File: config.mk
export PLATFORM = sky130hd
export DESIGN_NAME = fifo_rd_ctrl
export DESIGN_NICKNAME = d
export VERILOG_FILES = /design/src/rtl/fifo_rd_ctrl.sv
export SDC_FILE = /design/constraint.sdc
export NUM_CORES = 1
export LEC_CHECK = 0
export BUFFER_PORTS_ARGS = -buffer_cell sky130_fd_sc_hd__buf_2
export CORE_MARGIN = 2
export CORE_UTILIZATION = 36
export DETAILED_ROUTE_END_ITERATION = 10
export GPL_ROUTABILITY_DRIVEN = 0
export PLACE_DENSITY = 0.69
export RECOVER_POWER = 100
export SETUP_SLACK_MARGIN = 0.5
export SLEW_MARGIN = 30
export SYNTH_ARGS = -nofsm -noshare
export SYNTH_HDL_FRONTEND = slang
export SYNTH_SLANG_ARGS = --single-unit
File: constraint.sdc
create_clock -name clk -period 3.2 [get_ports clk]
set_clock_uncertainty 0.1 [all_clocks]
set_input_delay 0.64 -clock clk [delete_from_list [all_inputs] [get_ports clk]]
set_output_delay 0.64 -clock clk [all_outputs]
set_load 0.02 [all_outputs]
File: src/rtl/fifo_rd_ctrl.sv
// Read-side controller of an asynchronous FIFO: synchronizes the Gray write
// pointer into the read clock domain and tracks the read pointer, occupancy and underflow.
module fifo_rd_ctrl #(
    parameter int ADDR_WIDTH  = 3,
    parameter int SYNC_STAGES = 2,
    parameter int AE_LEVEL    = 1
) (
    input  logic                  clk,
    input  logic                  rst,
    input  logic                  inc,
    input  logic [ADDR_WIDTH:0]   wptr,
    input  logic                  clr_err,
    output logic [ADDR_WIDTH-1:0] raddr,
    output logic                  rd_en,
    output logic [ADDR_WIDTH:0]   rptr_gray,
    output logic                  empty,
    output logic                  almost_empty,
    output logic [ADDR_WIDTH:0]   rd_count,
    output logic                  underflow
);

    localparam int PW = ADDR_WIDTH + 1;
    localparam logic [ADDR_WIDTH:0] AE_CNT = PW'(AE_LEVEL);

    function automatic logic [ADDR_WIDTH:0] bin2gray(input logic [ADDR_WIDTH:0] b);
        return b ^ (b >> 1);
    endfunction

    function automatic logic [ADDR_WIDTH:0] gray2bin(input logic [ADDR_WIDTH:0] g);
        logic [ADDR_WIDTH:0] b;
        b[ADDR_WIDTH] = g[ADDR_WIDTH];
        for (int i = ADDR_WIDTH - 1; i >= 0; i--) begin
            b[i] = b[i+1] ^ g[i];
        end
        return b;
    endfunction

    logic [ADDR_WIDTH:0] sync_q [SYNC_STAGES];
    logic [ADDR_WIDTH:0] wptr_s;
    logic [ADDR_WIDTH:0] rptr;
    logic [ADDR_WIDTH:0] rptr_next;

    // Plain flop chain; each stage only re-times the previous one.
    always_ff @(posedge clk or negedge rst) begin
        if (!rst) begin
            for (int i = 0; i < SYNC_STAGES; i++) begin
                sync_q[i] <= '0;
            end
        end else begin
            sync_q[0] <= wptr;
            for (int i = 1; i < SYNC_STAGES; i++) begin
                sync_q[i] <= sync_q[i-1];
            end
        end
    end

    assign wptr_s = sync_q[SYNC_STAGES-1];

    // Handshake: the consumer raises inc whenever it wants a word; a word is
    // taken exactly on edges where rd_en (inc & !empty) is high. inc while
    // empty is refused and flagged as underflow.
    assign rd_en     = inc & ~empty;
    assign rptr_next = rptr + {{ADDR_WIDTH{1'b0}}, rd_en};

    // Gray is registered from rptr_next so both pointers move on the same edge.
    always_ff @(posedge clk or negedge rst) begin
        if (!rst) begin
            rptr      <= '0;
            rptr_gray <= '0;
        end else begin
            rptr      <= rptr_next;
            rptr_gray <= bin2gray(rptr_next);
        end
    end

    always_ff @(posedge clk or negedge rst) begin
        if (!rst) begin
            underflow <= 1'b0;
        end else if (inc && empty) begin
            underflow <= 1'b1;
        end else if (clr_err) begin
            underflow <= 1'b0;
        end
    end

    assign raddr        = rptr[ADDR_WIDTH-1:0];
    assign empty        = (rptr_gray == wptr_s);
    assign rd_count     = gray2bin(wptr_s) - rptr;
    assign almost_empty = (rd_count <= AE_CNT);

endmodule

Word level (Yosys, flattened, before mapping) --
Cells that the tools add are included.
Storage, ports and cells: flip-flop bits (word level) 17, input bits 8, output and inout port bits 15, logic and storage cells 19
Operators by class: $add $sub $neg 2, $lt $le $gt $ge 1, equal/unequal tests 1, muxes and demuxes 2, bitwise gates (word level) 6, reduce and logical (&&, ||, !) cells 2
Operators by type and width (count):
- $add 4x1->4 | 1
- $eq 4x4->1 | 1
- $le 4x1->1 const B | 1
- $sub 4x4->4 | 1
- $xor 4x3->4 | 1
- $xor 1x1->1 | 3
- $mux 1 | 2
- $reduce_bool 2->1 | 1
- $and 1x1->1 | 1
- $logic_and 1x1->1 | 1
- $not 1->1 | 1

Depth between registers and ports, before layout --
Gate-level depths: netlist (run 1).
depth in word-level cells 5, depth in mapped cells 7, gate-level depth less buffers 7

Worst setup path after synthesis (run 1) --
OpenSTA, ideal clock, no wires.
kind register to output, from register sync_q (netlist bit wptr_s[2]), to output almost_empty, arrival 2.396 ns, required time 2.460 ns, path slack 0.064 ns, cell stages (with the launch flop) 8, path buffers 0, cell sequence dfrtp_1 -> xor2_1 -> xnor2_1 -> xor2_1 -> ha_1 -> fa_1 -> xnor2_1 -> a211oi_1
Between the ends: word-level cells in the longest chain between the ends 5
Ends and longest elaborated chain:
- start: declaration | RTL line 38 | logic [ADDR_WIDTH:0] sync_q [SYNC_STAGES];
- start signal: indexed assignment | RTL line 52 | sync_q[i] <= sync_q[i-1];
- $xor 1x1->1 * | RTL line 33 | b[i] = b[i+1] ^ g[i];
- $xor 1x1->1 (2 in a row) | RTL line 33
- $sub 4x4->4 * | RTL line 88 | assign rd_count = gray2bin(wptr_s) - rptr;
- net rd_count[2] | RTL line 18 | output logic [ADDR_WIDTH:0] rd_count,
- $le 4x1->1 * | RTL line 89 | assign almost_empty = (rd_count <= AE_CNT);
- end: declaration | RTL line 17 | output logic almost_empty,
Mark *: on every way through the listed nets, which the timed path passes. The rest lies on a longest branch.

Worst setup path in the final report (run 1) --
from register sync_q (netlist bit wptr_s[2]), to output almost_empty
Between the ends: word-level cells in the longest chain between the ends 5
Ends and longest elaborated chain (RTL line):
- $xor 1x1->1 * | 33
- $xor 1x1->1 (2 in a row) | 33
- $sub 4x4->4 * | 88
- $le 4x1->1 * | 89
Every way passes the cells marked *; elsewhere a longest branch is shown, timed or not.

==> results.md, run 1 <==
- Worst-margin pin slew: 0.797 ns
- Fin nets: 98
- Buffers added on ports: 22
- Largest net degree at the start of global routing: 17
- Max-slew violations: 0
- Status: complete, no violations
- Initial antenna violation count: 0
- Seq cells post-synth: 16
- R2R setup slack: 0.67 ns
- RSZ-0062 raised after global routing: yes
- Iter 0 DRT Violations: 3
- CTS buffer count: 3
- Crit path max-delay family: adder cells
- Drt total wl: 1130 um
- Fin area: 940 sq um
- Top-area cell type share of the netlist area: 57.3%
- Crit path max-delay cell type: fa_2
- Arrival time of the worst setup path: 2.30 ns
- Final hold vios: 0
- Hold WS: 0.251 ns
- Setup TNS: 0 ns
- Setup WS post-layout: 0.161 ns
- FP Rows: 15
- Total power: 1.05 mW
- CP Launch Point: wptr_s[2]
- Post-DP HPWL: 894 um
- Sequential share of the synthesized area: 57.3%
- DR pass1 iterations: 4
- ANT cells: 0
- Share of post-route cells with drive strength above 1: 31.3%
- # setup viols final: 0
- Ys Warns: 0
- Post-route ant nets: 0
- Dominant cells by area after synthesis: dfrtp_1, xor2_1, ha_1, inv_1, xnor2_1
- Post-route insts no fill: 108
- Residual DRC: 0
- TritonCTS clock tree: yes
- Root Driver: clkbuf_4
- Vias per std cell: 4.28
- Leakage: 0.455 nW
- Total die area: 2310 sq um
- Clock-pin slew on the worst setup and hold paths: 0.08 ns
- Worst r2r path cells: 8
- HP Class: reg -> reg
- Aggregate global-route resource usage: 11.2%
- Buffer and inverter count on the worst path: 2
- Die width: 48.0 um
- Placed insts: 100
- Synth-to-Final Area Change: 34.6%
- Hold_sp: sync_q[6]
- Cell depth of the worst setup path: 8
- Final core utilization: 52.7%
- RR Endpoint: rptr_gray[2]
- Pre-CTS WS: 0.375 ns
- Worst Path Class, Setup: reg -> out
- Global route overflow: 0
- CP Capture Type: primary output
- Drt wl/cell: 10.5 um
- Min Tclk post-route: 3.04 ns
- Max FO, Critical Path: 2
- Startpoint Class: flip-flop
- First-pass GRT wire length: 1680 um
- Clk_lat worst skew: 0.27 ns
- Post-placement cell area: 875 sq um
- Fmax: 329 MHz
- Cell Chain, Critical Path: xor2_2, xnor2_2, xor2_1, ha_1, fa_2, inv_2, a211oi_4, buf_6
- Number of global-route vias before repair: 466
- Post-synth cell types: 15
- Cell area after synthesis: 698 sq um
- Post-Synthesis Cells: 53
- Syn_nets: 67
- Power Dens Cells: 1120 nW/um^2
- Core area: 1780 sq um
- Reg-to-reg startpoint: wptr_s[3]
- CTS Sinks: 16
- Total number of vias: 462
- Critical Path RT: 2.46 ns
- Initial core utilization: 39.2%
- CP peak stage delay: 0.53 ns
- Hold Path End: wptr_s[2]
- Cts hold-fix bufs: 0
- Synth Area per Inst: 13.2 sq um
- Number of I/O pins: 23
- Clock Tree Buf Depth: 2
- Cell taking the most area after synthesis: dfrtp_1
- CTS HTree Levels: 1
- Normalized max-slew margin: 46.9%
- Final clock period utilization by the worst path: 95.0%
- Max IR drop VDD: 0.409 mV
- Die Height: 48.0 um
- Worst hold path depth: 0
- # Max-Cap Violations: 0
## layout by cell type, fill, tap and decap left out
cell / netlist / final
a21o_2: 1 / 1
xor2_1: 10 / 9
xor2_2: 0 / 1
o22ai_1: 1 / 1
ha_1: 5 / 5
xnor2_1: 3 / 1
buf_6: 0 / 2
clkbuf_1: 0 / 13
nand3_2: 0 / 1
a21oi_2: 0 / 1
buf_4: 0 / 3
inv_2: 0 / 1
fa_2: 0 / 1
dfrtp_1: 16 / 16
clkbuf_4: 0 / 3
xnor2_2: 0 / 2
and2_0: 0 / 1
and2_1: 1 / 1
buf_2: 0 / 8
clkbuf_8: 0 / 1
inv_1: 8 / 7
nand3b_1: 1 / 1
or4_1: 0 / 1
nand3_1: 2 / 1
a211oi_4: 0 / 1
## where the power goes
| part | switching, mW | internal (mW) |
|---|---|---|
| logic | 0.362 | 0.250 |
| clock network | 0.0556 | 0.0691 |
| registers | 0.0509 | 0.262 |
| total | 0.468 | 0.581 |
## cells by family (layout without fill, tap and decap cells)
| kind of cell | count (synthesis) | in the layout | share of synthesized area, % |
|---|---|---|---|
| adder cells (fa/ha/maj) | 6 | 6 | 11.8 |
| buffers and inverters | 8 | 38 | 4.30 |
| XOR/XNOR | 13 | 13 | 16.3 |
| AND/OR/NAND/NOR | 6 | 6 | 6.27 |
| flip-flops | 16 | 16 | 57.3 |
| AO/OA/AOI/OAI | 4 | 4 | 3.94 |
## worst max path at each step
stage                         to  slack, ns
detailed placement  almost_empty       0.37
global placement    almost_empty       0.40
global route        almost_empty       0.05
CTS                 almost_empty       0.17
floorplan           almost_empty       0.44
finish              almost_empty       0.16
## layout make-up
cell class / instances / area (sq um)
multi-input cells: 29 / 308
repair buffers: 26 / 134
fillers: 169 / 843
inverters: 8 / 30.0
well taps: 25 / 31.3
clock buffers: 4 / 36.3
flip-flops and latches: 16 / 400
## synthesized netlist by cell type
| cell | n |
|---|---|
| nand3b_1 | 1 |
| inv_1 | 8 |
| a211oi_1 | 1 |
| dfrtp_1 | 16 |
| xor2_1 | 10 |
| nand3_1 | 2 |
| xnor2_1 | 3 |
| fa_1 | 1 |
| a21o_2 | 1 |
| o22ai_1 | 1 |
| and2_1 | 1 |
| ha_1 | 5 |
| a21oi_1 | 1 |
| and2_4 | 1 |
| or4_4 | 1 |
## registers in the layout (all words and copies together), names as in the netlist
register   flops
wptr_s         4
underflow      1
sync_q         4
rptr_gray      3
rptr           4
## repair_timing
item	4_1_cts	5_1_grt
setup buffers	4	0
setup endpoints to repair	4	5
resized for setup	5	4
pin swaps	3	4
## per-layer routing
metal,track usage (%),part of all wire (%),up-vias
met2,21.6,57,15
met4,9.73,0.88,0
met5,0,0,-
met1,9.93,38,220
li1,-,-,225
met3,1.13,3.7,2
No activity file was read; power rests on OpenSTA's default activity.
==> run 2: changes to the inputs <==
--- a/config.mk
+++ b/config.mk
@@ -8,6 +8,7 @@
 export BUFFER_PORTS_ARGS = -buffer_cell sky130_fd_sc_hd__buf_2
 export CORE_MARGIN = 2
 export CORE_UTILIZATION = 36
+export CTS_BUF_LIST = sky130_fd_sc_hd__clkbuf_8 sky130_fd_sc_hd__clkbuf_16
 export DETAILED_ROUTE_END_ITERATION = 10
 export GPL_ROUTABILITY_DRIVEN = 0
 export PLACE_DENSITY = 0.69
==> results.md, run 2 (synthesized netlist as in run 1, its figures left out) <==
- Final hold vios: 0 (unchanged)
- Drt total wl: 1130 um (about the same)
- Synth-to-Final Area Change: 37.1% (was 34.6%)
- Iter 0 DRT Violations: 3 (unchanged)
- CTS buffer count: 3 (unchanged)
- Most frequent cells in the layout: dfrtp_1, clkbuf_1, xor2_1 (unchanged)
- TritonCTS clock tree: yes (unchanged)
- Residual DRC: 0 (unchanged)
- Final clock period utilization by the worst path: 93.6% (was 95.0%)
- Worst-margin pin slew: 0.791 ns (was 0.797 ns)
- First-pass GRT wire length: 1700 um (was 1680 um)
- DR pass1 iterations: 4 (unchanged)
- Drt wl/cell: 10.5 um (about the same)
- Switching Power: 0.471 mW (was 0.468 mW)
- Flop pwr share: 28.6% (was 29.8%)
- Hold WS: 0.245 ns (was 0.251 ns)
- Setup WS post-layout: 0.204 ns (was 0.161 ns)
- HP Class: reg -> reg (unchanged)
- # Max-Cap Violations: 0 (unchanged)
- CTS Sinks: 16 (unchanged)
- Total number of vias: 458 (was 462)
- Total die area: 2310 sq um (unchanged)
- Post-route insts no fill: 108 (unchanged)
- Core area: 1780 sq um (unchanged)
- Clock power frac: 15.4% (was 11.9%)
- Switching fraction of total power: 43.1% (was 44.6%)
- Vias per std cell: 4.24 (was 4.28)
- Normalized max-slew margin: 47.3% (was 46.9%)
- Internal power: 0.623 mW (was 0.581 mW)
- Cts hold-fix bufs: 0 (unchanged)
- Status: complete, no violations (unchanged)
- Worst Path Class, Setup: reg -> out (unchanged)
- Pre-CTS WS: 0.375 ns (unchanged)
- Max-slew violations: 0 (unchanged)
- Setup TNS: 0 ns (unchanged)
- Fmax: 334 MHz (was 329 MHz)
- RSZ-0062 raised after global routing: yes (unchanged)
- Total power: 1.09 mW (was 1.05 mW)
- Die width: 48.0 um (unchanged)
- Clock Tree Buf Depth: 2 (unchanged)
- ANT cells: 0 (unchanged)
- Aggregate global-route resource usage: 11.5% (was 11.2%)
- Share of post-route cells with drive strength above 1: 32.5% (was 31.3%)
- Number of I/O pins: 23 (unchanged)
- CP Capture Type: primary output (unchanged)
- Power Dens Cells: 1140 nW/um^2 (was 1120 nW/um^2)
- Post-route ant nets: 0 (unchanged)
- Initial antenna violation count: 0 (unchanged)
- Initial core utilization: 39.2% (unchanged)
- Leakage: 0.459 nW (was 0.455 nW)
- FP Rows: 15 (unchanged)
- Buffers added on ports: 22 (unchanged)
- Post-DP HPWL: 894 um (unchanged)
- Largest net degree at the start of global routing: 17 (unchanged)
- Min Tclk post-route: 3.00 ns (was 3.04 ns)
- Root Driver: clkbuf_8 (was clkbuf_4)
- Die Height: 48.0 um (unchanged)
- Most common cell after layout, fill and taps aside: dfrtp_1 (unchanged)
- Placed insts: 100 (unchanged)
- Global route overflow: 0 (unchanged)
- CTS HTree Levels: 1 (unchanged)
- Fin nets: 98 (unchanged)
- Arrival time of the worst setup path: 2.26 ns (was 2.30 ns)
- Critical Path RT: 2.46 ns (about the same)
- Number of global-route vias before repair: 464 (was 466)
- Startpoint Class: flip-flop (unchanged)
- # setup viols final: 0 (unchanged)
- Logic gate share of total power: 56.0% (was 58.3%)
- Max IR drop VDD: 0.440 mV (was 0.409 mV)
- Max FO, Critical Path: 2 (unchanged)
- Clock-pin slew on the worst setup and hold paths: 0.06 ns (was 0.08 ns)
- Clk_lat worst skew: 0.24 ns (was 0.27 ns)
[run 2: cell types whose count changed in the layout (fill, tap and decap cells not counted)]
cell and change:
xnor2_2 -1, ha_1 -1, buf_4 +1, ha_2 +1, clkbuf_4 -3, xnor2_1 +1
clkbuf_8 +3, clkbuf_1 -1
[run 2: metrics by stage]
stage	util (%)	instance area (sq um)
detailed placement	49.1	875
finish	53.7	957
global route	53.7	957
global placement	49.1	875
CTS	54.7	975
floorplan	-	733
[run 2: timing repair]
action                                  in CTS  in global routing
pin swaps                                    3                  4
setup buffers                                4                  0
resized for setup                            5                  4
endpoints found under the setup margin       4                  4
[run 2: final timing paths]
| kind | startpoint | to | slack [ns] | cells past startpoint |
|---|---|---|---|---|
| max reg2reg | wptr_s[3] | rptr_gray[2] | 0.67 | 8 |
| max in group asynchronous | rst | rptr_gray[2] | 2.15 | 1 |
| max | wptr_s[2] | almost_empty | 0.20 | 8 |
| min | sync_q[6] | wptr_s[2] | 0.25 | 0 |
| min in group asynchronous | rst | sync_q[5] | 0.36 | 1 |
| min reg2reg | sync_q[6] | wptr_s[2] | 0.25 | 0 |
[run 2: layout make-up]
class / instances / area (sq um)
Multi-Input combinational cell: 29 / 303
Fill cell: 166 / 826
Inverter: 8 / 30.0
Clock buffer: 4 / 55.1
Sequential cell: 16 / 400
Timing Repair Buffer: 26 / 138
Tap cell: 25 / 31.3
[run 2: per-layer routing]
metal | vias up | share of wire (%) | track usage (%)
met5 | - | 0 | 0
met4 | 0 | 0.88 | 9.73
met3 | 2 | 3.4 | 2.26
met2 | 13 | 57 | 21.6
met1 | 219 | 38 | 10.2
li1 | 224 | - | -
[run 2: critical path: stages (launching register included)]
cell      delay [ns]
dfrtp_1         0.41
xor2_2          0.19
xnor2_1         0.22
xor2_1          0.11
ha_2            0.20
fa_2            0.53
inv_2           0.05
a211oi_4        0.16
buf_6           0.14
[run 2: power groups by stage]
| stage | sequential (mW) | combinational (mW) | clock [mW] |
|---|---|---|---|
| 5_1_grt | 0.324 | 0.680 | 0.185 |
| 3_3_place_gp | 0.315 | 0.574 | 0 |
| 6_report | 0.313 | 0.612 | 0.169 |
| 4_1_cts | 0.313 | 0.619 | 0.176 |
| 3_5_place_dp | 0.316 | 0.583 | 0 |
| 2_1_floorplan | 0.372 | 0.368 | 0 |
